### src/rtl/floo_eject_terminator.sv
// Eject-port terminator for stub tiles: sinks request flits and answers each transaction with an error response.
// Response valid the cycle after the last flit; last flits stall on a full response FIFO, others always sink while enabled.

module floo_eject_fifo #(
  parameter int unsigned Depth = 4,
  parameter int unsigned Width = 8
) (
  input  logic             clk_i,
  input  logic             rst_i,
  input  logic             push_i,
  input  logic [Width-1:0] push_dat_i,
  output logic             full_o,
  input  logic             pop_i,
  output logic [Width-1:0] pop_dat_o,
  output logic             empty_o
);
  localparam int unsigned AddrW = (Depth > 1) ? $clog2(Depth) : 1;
  localparam int unsigned CntW  = $clog2(Depth + 1);
  localparam logic [AddrW-1:0] LastPtr  = AddrW'(Depth - 1);
  localparam logic [CntW-1:0]  DepthCnt = CntW'(Depth);

  logic [Width-1:0] mem_q [Depth];
  logic [AddrW-1:0] wptr_q, wptr_d, rptr_q, rptr_d;
  logic [CntW-1:0]  cnt_q, cnt_d;
  logic             do_push, do_pop;

  assign full_o    = (cnt_q == DepthCnt);
  assign empty_o   = (cnt_q == '0);
  assign do_push   = push_i & ~full_o;
  assign do_pop    = pop_i & ~empty_o;
  assign pop_dat_o = mem_q[rptr_q];

  always_comb begin
    wptr_d = wptr_q;
    rptr_d = rptr_q;
    cnt_d  = cnt_q;
    if (do_push) wptr_d = (wptr_q == LastPtr) ? '0 : wptr_q + AddrW'(1);
    if (do_pop)  rptr_d = (rptr_q == LastPtr) ? '0 : rptr_q + AddrW'(1);
    if (do_push && !do_pop)      cnt_d = cnt_q + CntW'(1);
    else if (!do_push && do_pop) cnt_d = cnt_q - CntW'(1);
  end

  always_ff @(posedge clk_i or posedge rst_i) begin
    if (rst_i) begin
      wptr_q <= '0;
      rptr_q <= '0;
      cnt_q  <= '0;
    end else begin
      wptr_q <= wptr_d;
      rptr_q <= rptr_d;
      cnt_q  <= cnt_d;
    end
  end

  // Storage needs no reset: reads are only meaningful when non-empty.
  always_ff @(posedge clk_i) begin
    if (do_push) mem_q[wptr_q] <= push_dat_i;
  end
endmodule

module floo_eject_terminator #(
  parameter int unsigned IdWidth    = 6,
  parameter int unsigned TxnIdWidth = 4,
  parameter int unsigned RspDepth   = 4,
  parameter int unsigned CntWidth   = 16
) (
  input  logic                  clk_i,
  input  logic                  rst_i,
  input  logic                  en_i,
  input  logic                  clear_i,
  input  logic [IdWidth-1:0]    id_i,
  input  logic                  req_valid_i,
  output logic                  req_ready_o,
  input  logic [IdWidth-1:0]    req_src_id_i,
  input  logic [IdWidth-1:0]    req_dst_id_i,
  input  logic [TxnIdWidth-1:0] req_txn_id_i,
  input  logic                  req_is_write_i,
  input  logic                  req_last_i,
  output logic                  rsp_valid_o,
  input  logic                  rsp_ready_i,
  output logic [IdWidth-1:0]    rsp_src_id_o,
  output logic [IdWidth-1:0]    rsp_dst_id_o,
  output logic [TxnIdWidth-1:0] rsp_txn_id_o,
  output logic                  rsp_is_write_o,
  output logic [1:0]            rsp_err_o,
  output logic [CntWidth-1:0]   flit_cnt_o,
  output logic [CntWidth-1:0]   txn_cnt_o,
  output logic [CntWidth-1:0]   misroute_cnt_o,
  output logic                  proto_err_o,
  output logic                  busy_o
);
  typedef struct packed {
    logic [IdWidth-1:0]    src_id;
    logic [IdWidth-1:0]    dst_id;
    logic [TxnIdWidth-1:0] txn_id;
    logic                  is_write;
    logic [1:0]            err;
  } rsp_t;

  localparam int unsigned RspW = $bits(rsp_t);

  typedef enum logic {ST_IDLE, ST_BURST} state_e;

  state_e                state_q, state_d;
  logic [TxnIdWidth-1:0] burst_txn_q, burst_txn_d;
  logic [IdWidth-1:0]    burst_src_q, burst_src_d;
  logic [CntWidth-1:0]   flit_cnt_q, flit_cnt_d;
  logic [CntWidth-1:0]   txn_cnt_q, txn_cnt_d;
  logic [CntWidth-1:0]   mis_cnt_q, mis_cnt_d;
  logic                  proto_err_q, proto_err_d;

  logic idle_read_open, eff_last, accept, push, misroute, viol;
  logic fifo_full, fifo_empty;
  rsp_t push_rsp, pop_rsp, rsp_out;

  // A multi-flit read seen in IDLE is closed on the spot, so it must also respect FIFO space.
  assign idle_read_open = (state_q == ST_IDLE) & ~req_is_write_i & ~req_last_i;
  assign eff_last       = req_last_i | idle_read_open;
  assign req_ready_o    = en_i & (~eff_last | ~fifo_full);
  assign accept         = req_valid_i & req_ready_o;
  assign push           = accept & eff_last;
  assign misroute       = (req_dst_id_i != id_i);

  always_comb begin
    push_rsp          = '0;
    push_rsp.src_id   = id_i;
    push_rsp.dst_id   = req_src_id_i;
    push_rsp.txn_id   = req_txn_id_i;
    push_rsp.is_write = req_is_write_i;
    push_rsp.err      = misroute ? 2'b10 : 2'b11;
  end

  floo_eject_fifo #(
    .Depth (RspDepth),
    .Width (RspW)
  ) i_rsp_fifo (
    .clk_i      (clk_i),
    .rst_i      (rst_i),
    .push_i     (push),
    .push_dat_i (push_rsp),
    .full_o     (fifo_full),
    .pop_i      (rsp_ready_i),
    .pop_dat_o  (pop_rsp),
    .empty_o    (fifo_empty)
  );

  always_comb begin
    state_d     = state_q;
    burst_txn_d = burst_txn_q;
    burst_src_d = burst_src_q;
    viol        = 1'b0;
    case (state_q)
      ST_IDLE: begin
        if (accept) begin
          if (req_is_write_i && !req_last_i) begin
            state_d     = ST_BURST;
            burst_txn_d = req_txn_id_i;
            burst_src_d = req_src_id_i;
          end
          viol = idle_read_open;
        end
      end
      ST_BURST: begin
        if (accept) begin
          viol = (req_txn_id_i != burst_txn_q) | (req_src_id_i != burst_src_q) | ~req_is_write_i;
          if (req_last_i) state_d = ST_IDLE;
        end
      end
      default: state_d = ST_IDLE;
    endcase
  end

  function automatic logic [CntWidth-1:0] sat_inc(input logic [CntWidth-1:0] v, input logic inc);
    return (inc && (v != '1)) ? v + CntWidth'(1) : v;
  endfunction

  always_comb begin
    flit_cnt_d  = sat_inc(flit_cnt_q, accept);
    txn_cnt_d   = sat_inc(txn_cnt_q, push);
    mis_cnt_d   = sat_inc(mis_cnt_q, push & misroute);
    proto_err_d = proto_err_q | viol;
    if (clear_i) begin
      flit_cnt_d  = '0;
      txn_cnt_d   = '0;
      mis_cnt_d   = '0;
      proto_err_d = 1'b0;
    end
  end

  always_ff @(posedge clk_i or posedge rst_i) begin
    if (rst_i) begin
      state_q     <= ST_IDLE;
      burst_txn_q <= '0;
      burst_src_q <= '0;
      flit_cnt_q  <= '0;
      txn_cnt_q   <= '0;
      mis_cnt_q   <= '0;
      proto_err_q <= 1'b0;
    end else begin
      state_q     <= state_d;
      burst_txn_q <= burst_txn_d;
      burst_src_q <= burst_src_d;
      flit_cnt_q  <= flit_cnt_d;
      txn_cnt_q   <= txn_cnt_d;
      mis_cnt_q   <= mis_cnt_d;
      proto_err_q <= proto_err_d;
    end
  end

  // Response fields read as zero when nothing is pending.
  assign rsp_out        = fifo_empty ? '0 : pop_rsp;
  assign rsp_valid_o    = ~fifo_empty;
  assign rsp_src_id_o   = rsp_out.src_id;
  assign rsp_dst_id_o   = rsp_out.dst_id;
  assign rsp_txn_id_o   = rsp_out.txn_id;
  assign rsp_is_write_o = rsp_out.is_write;
  assign rsp_err_o      = rsp_out.err;

  assign flit_cnt_o     = flit_cnt_q;
  assign txn_cnt_o      = txn_cnt_q;
  assign misroute_cnt_o = mis_cnt_q;
  assign proto_err_o    = proto_err_q;
  assign busy_o         = (state_q == ST_BURST) | ~fifo_empty;
endmodule

### config.mk
export PLATFORM = sky130hd
export DESIGN_NAME = floo_eject_terminator
export DESIGN_NICKNAME = d
export VERILOG_FILES = /design/src/rtl/floo_eject_terminator.sv
export SDC_FILE = /design/constraint.sdc
export NUM_CORES = 1
export LEC_CHECK = 0
export ABC_AREA = 0
export ABC_CLOCK_PERIOD_IN_PS = 5390
export CORE_UTILIZATION = 40
export DETAILED_ROUTE_END_ITERATION = 10
export PLACE_DENSITY = 0.65
export SYNTH_ARGS = -nofsm -noshare
export SYNTH_HDL_FRONTEND = slang
export SYNTH_SLANG_ARGS = --single-unit
### constraint.sdc
create_clock -name clk_i -period 5.39 [get_ports clk_i]
set_input_delay 1.3475 -clock clk_i [delete_from_list [all_inputs] [get_ports clk_i]]
set_output_delay 1.3475 -clock clk_i [all_outputs]
set_load 0.05 [all_outputs]
# == After elaboration in Yosys (flattened, before gate mapping) ==
# Memory sizes are Yosys's and may differ from the RTL's.
# Cells that the tools add are included.
# classes
add_sub_neg,7
n_eq_ne,9
n_mux,23
bitwise_logic,20
n_reduce_logical,15
# ops
cell,count
two-way mux 16 bit,6
adder 16 x 1 -> 16 bit (second input constant),3
inequality test 16 bit (second input constant),3
two-way mux 19 bit,1
inequality test 6 bit,2
two-way mux 1 bit,10
AND 1 bit,8
nonzero test 2 bit,4
logical AND 1 bit,6
two-way mux 3 bit,2
inverter 1 bit,6
OR 1 bit,6
adder 2 x 1 -> 2 bit (second input constant),2
== test 2 bit (second input constant),2
two-way mux 2 bit,2
inequality test 4 bit,1
case mux 1 bit (2 select lines),2
adder 3 x 1 -> 3 bit (second input constant),1
== test 3 bit (second input constant),1
logical NOT 1 bit,3
logical NOT 3 bit,1
AND reduction 3 bit,1
subtractor 3 x 1 -> 3 bit (second input constant),1
# word_totals
regBits,67
ramBits,72
in_bits,30
output_inout_bits,71
wordCells,85
memories,1
# mem_list
name,depth,word_bits,read_ports,rd_clocked_by_memory_dff,wr,line_no,source
i_rsp_fifo.mem_q,4,18,1,0,1,22,logic [Width-1:0] mem_q [Depth];

# == Depth between registers and ports, before layout ==
# logic_depth
word_depth,14
ltp_mapped,10
mapped_depth_nobuf,9

# == By module ==
# Synthesis repeated with hierarchy kept, for this count alone.
# hier_totals
hier_cells,499
area_unflattened_um2,6622.6
# modules_own_cells
mod,instances,cells_each,area_each_um2,seq_area_each_um2
floo_eject_terminator,1,362,3440.8,1501.4
floo_eject_fifo,1,137,3181.8,2457.4

# == Worst setup path after synthesis ==
# No wires, ideal clock.
# synth_timing
kind,input to output
start,in req_last_i
end,out req_ready_o
arrival_time_ns,2.634
required_ns,4.043
slack_ns,1.408
stages,2
path_buffers,0
cell_sequence,o21bai_4 a21boi_0
# synth_between
elab_chain_cells,6
# synth_rtl
item,line_no,source
start: declaration,78,"input logic req_last_i,"
inverter 1 bit,117,assign idle_read_open = (state_q == ST_IDLE) & ~req_is_write_i & ~req_last_i;
AND 1 bit,117,
OR 1 bit (*),118,assign eff_last = req_last_i | idle_read_open;
inverter 1 bit (*),119,assign req_ready_o = en_i & (~eff_last | ~fifo_full);
OR 1 bit (*),119,
AND 1 bit (*),119,
end: declaration,73,"output logic req_ready_o,"
# Mark *: on every way between the ends. The rest lies on a longest branch, timed or not.

# == Worst setup path in the final report ==
# layout_timing
start,in req_is_write_i
end,out req_ready_o
# layout_between
elab_chain_cells,7
# layout_rtl
item,line_no,source
start: declaration,77,"input logic req_is_write_i,"
inverter 1 bit,117,
AND 1 bit (2 in series),117,
OR 1 bit,118,
inverter 1 bit,119,
OR 1 bit,119,
AND 1 bit,119,
# Every way passes these cells.

==> results.py <==
metrics = {
    "run_status": {
        "status": "finished clean",
    },
    "sta": {
        "clock.fmax_ghz": 0.224,
        "skew_ps": 6.22,
        "setup_violations": 0,
        "finalCriticalPeriod_ps": 4460,
        "slew_violations": 0,
        "hold_violations": 0,
        "relSlewSlack_pct": 19.7,
        "worst_slew_pin_slew_ps": 1200,
        "rsz0062_at_grt": "false",
        "period_share_pct": 82.7,
        "setup_tns_ps": 0,
    },
    "global_route": {
        "grt_max_degree": 50,
        "grt_pass1_wl_mm": 21.6,
        "overflow": 0,
        "track_usage_pct": 17.5,
        "antenna_found_initial": 0,
        "grt_pass1_vias": 4129,
    },
    "floorplan": {
        "core_um2": 15300,
        "fp-row-count": 45,
        "num_io_pins": 101,
        "die_x_um": 127,
        "die_area_um2": 16200,
        "start_util_pct": 41.1,
        "die_y_um": 127,
    },
    "synthesis": {
        "muxShareOfSynthArea_pct": 9.09,
        "synth_edf_count": 72,
        "synthSimpleGateAreaFrac_pct": 15.2,
        "syn_area_per_cell_um2": 13.5,
        "ys_seq_area_share_pct": 61.2,
        "synth_top_area_share_pct": 34.4,
        "syn_inst": 465,
        "yosysTopAreaCell": "edfxtp_1",
        "synth_top_family_by_area": "simple AND/OR/NAND/NOR gates",
        "synth-async-reset-ratio_pct": 48.2,
        "synth_ff_type": "edfxtp_1",
        "synth_warnings": 0,
        "synth-xor-area-share_pct": 8.37,
        "syn_nets": 505,
        "synth.distinct_cells": 41,
        "yosys-top-cells-area": "edfxtp_1, dfrtp_1, mux4_2, xnor2_1, xor2_1",
        "synth_area_um2": 6280,
        "synth_seq_cells": 139,
        "synth-adder-area-share_pct": 2.11,
        "synth_compound_area_share_pct": 2.47,
    },
    "route": {
        "drc_errors": 0,
        "avgRoutedWirePerCell_um": 16.4,
        "ant_nets": 0,
        "via_count": 4035,
        "wirelength_mm": 13.0,
        "first_iter_violations": 240,
        "drtPass1Iterations": 5,
        "via_per_inst": 5.09,
    },
    "worst_hold_path": {
        "holdPathStages": 1,
        "hp-class": "flop to flop",
        "min_from": "i_rsp_fifo.cnt_q[2]",
        "holdPathEnd": "i_rsp_fifo.cnt_q[2]",
    },
    "cells_and_area": {
        "final_nets": 609,
        "layout.cells.non_filler": 793,
        "regArea_um2": 3840,
        "antenna_cells": 0,
        "drive_gt1_share_pct": 12.7,
        "mostFrequentLayoutCells": "clkdlybuf4s50_1, edfxtp_1, dfrtp_1",
        "multi_input_area_um2": 2340,
        "area_growth_pct": 28.1,
        "final_common_cell": "clkdlybuf4s50_1",
        "fill_cells": 1294,
    },
    "clock_network": {
        "post_cts_buffers": 0,
        "cts.repair.resized": 0,
        "cts_tree": "yes",
        "clkSinkCount": 139,
        "clockRootBuffer": "clkbuf_16",
        "htreeDepth": 4,
        "clk_pin_slew_ps": 50,
        "cts_buffers": 17,
        "clockBufferDepth": 2,
        "hold_buffers": 0,
        "clk_latency_ps": 410,
    },
    "power": {
        "power_switching_share_pct": 33.2,
        "p_switching_mw": 1.16,
        "power.leakage_nw": 3.04,
        "vdd_drop_max_uv": 263,
        "seq_power_share_pct": 37.7,
        "powerDensity_nw_per_um2": 436,
        "combPwrFrac_pct": 32.2,
        "clkPwrFrac_pct": 30.1,
        "intPower_mw": 2.34,
    },
    "setup_path": {
        "crit_path_start": "req_is_write_i",
        "r2r_end": "i_rsp_fifo.cnt_q[2]",
        "rr_worst_depth": 9,
        "crit_path_start_kind": "primary input",
        "crit_required_ps": 4040,
        "critPathKind": "primary input to primary output",
        "crit_arrival_ps": 3110,
        "cp-end-kind": "primary output",
        "r2r_setup_slack_ps": 2740,
        "crit_fanout": 9,
        "reg2reg_from": "state_q",
    },
    "run": {
        "cap_violations": 0,
    },
    "placement": {
        "place_hpwl_mm": 8.62,
        "gp_congestion": 0.756,
        "placed_cells": 761,
        "io_buffers": 100,
    },
}
## flip-flops by register name, summed over array words and instances (netlist names)
name               count
i_rsp_fifo.mem_q      72
burst_src_q            6
state_q                1
flit_cnt_o            16
i_rsp_fifo.cnt_q       3
proto_err_o            1
i_rsp_fifo.rptr_q      2
burst_txn_q            4
misroute_cnt_o        16
txn_cnt_o             16
i_rsp_fifo.wptr_q      2
## power by group through the flow
stage / sequential [mW] / combinational [mW] / clock (mW)
2_1_floorplan: 1.31 / 0.830 / 0
3_3_place_gp: 1.33 / 1.13 / 0
3_5_place_dp: 1.34 / 1.15 / 0
4_1_cts: 1.32 / 1.15 / 1.08
5_1_grt: 1.34 / 1.21 / 1.12
6_report: 1.32 / 1.13 / 1.06
## critical path, stage by stage
cell and delay (ps):
clkdlybuf4s50_1 690, o21bai_4 100, a21boi_0 160, clkdlybuf4s50_1 820
## routing by layer
metal,wire [µm],track usage (%)
met3,545,4.40
met1,6060,23.2
met4,199,6.72
met5,0,0
met2,6190,27.8
## cell usage after synthesis (2+ instances only)
cell and n:
dfrtp_1 67, or3_1 4, inv_1 6, nor3b_1 2, nand2_1 18, ha_1 9
and2_1 30, nor3_1 3, o21ai_0 5, clkbuf_1 14, xnor2_1 30, mux4_2 18
edfxtp_1 72, o21a_1 2, mux2i_1 3, buf_2 3, a21oi_1 7, nor2_1 51
and3_1 14, mux2_2 12, nand3_1 14, nand4_1 20, and4_1 12, xor2_1 30
o21ai_2 2, or2_2 2
## how the worst max path moves through the flow
stage                   to  slack, ps  cells past startpoint
2_1_floorplan  req_ready_o       1410                      2
3_3_place_gp   req_ready_o        950                      4
3_5_place_dp   req_ready_o        920                      4
4_1_cts        req_ready_o        920                      4
5_1_grt        req_ready_o        860                      4
6_report       req_ready_o        930                      4
## cell type report
type | count | area share (%)
Tap cell | 211 | 3.28
Sequential cell | 139 | 47.7
Timing Repair Buffer | 103 | 12.7
Clock buffer | 25 | 6.29
Multi-Input combinational cell | 301 | 29.1
Inverter | 7 | 0.327
Clock inverter | 7 | 0.482
## logic make-up after synthesis
| group | after synthesis |
|---|---|
| buf+inv | 25 |
| compound gates | 23 |
| simple gates | 175 |
| mux | 33 |
| xor+xnor | 60 |
| fa+ha+maj | 10 |
| flops | 139 |
## through the flow
step	power (mW)	cell area, µm²	setup slack (ps)	hold WS [ps]	util [%]
floorplan	2.14	6280	1410	447	-
global placement	2.46	7500	946	463	49.1
detailed placement	2.49	7500	921	497	49.1
CTS	3.55	8040	919	507	52.7
global route	3.67	8040	862	523	52.7
finish	3.50	8040	932	505	52.7
No activity file was read; power rests on OpenSTA's default activity.
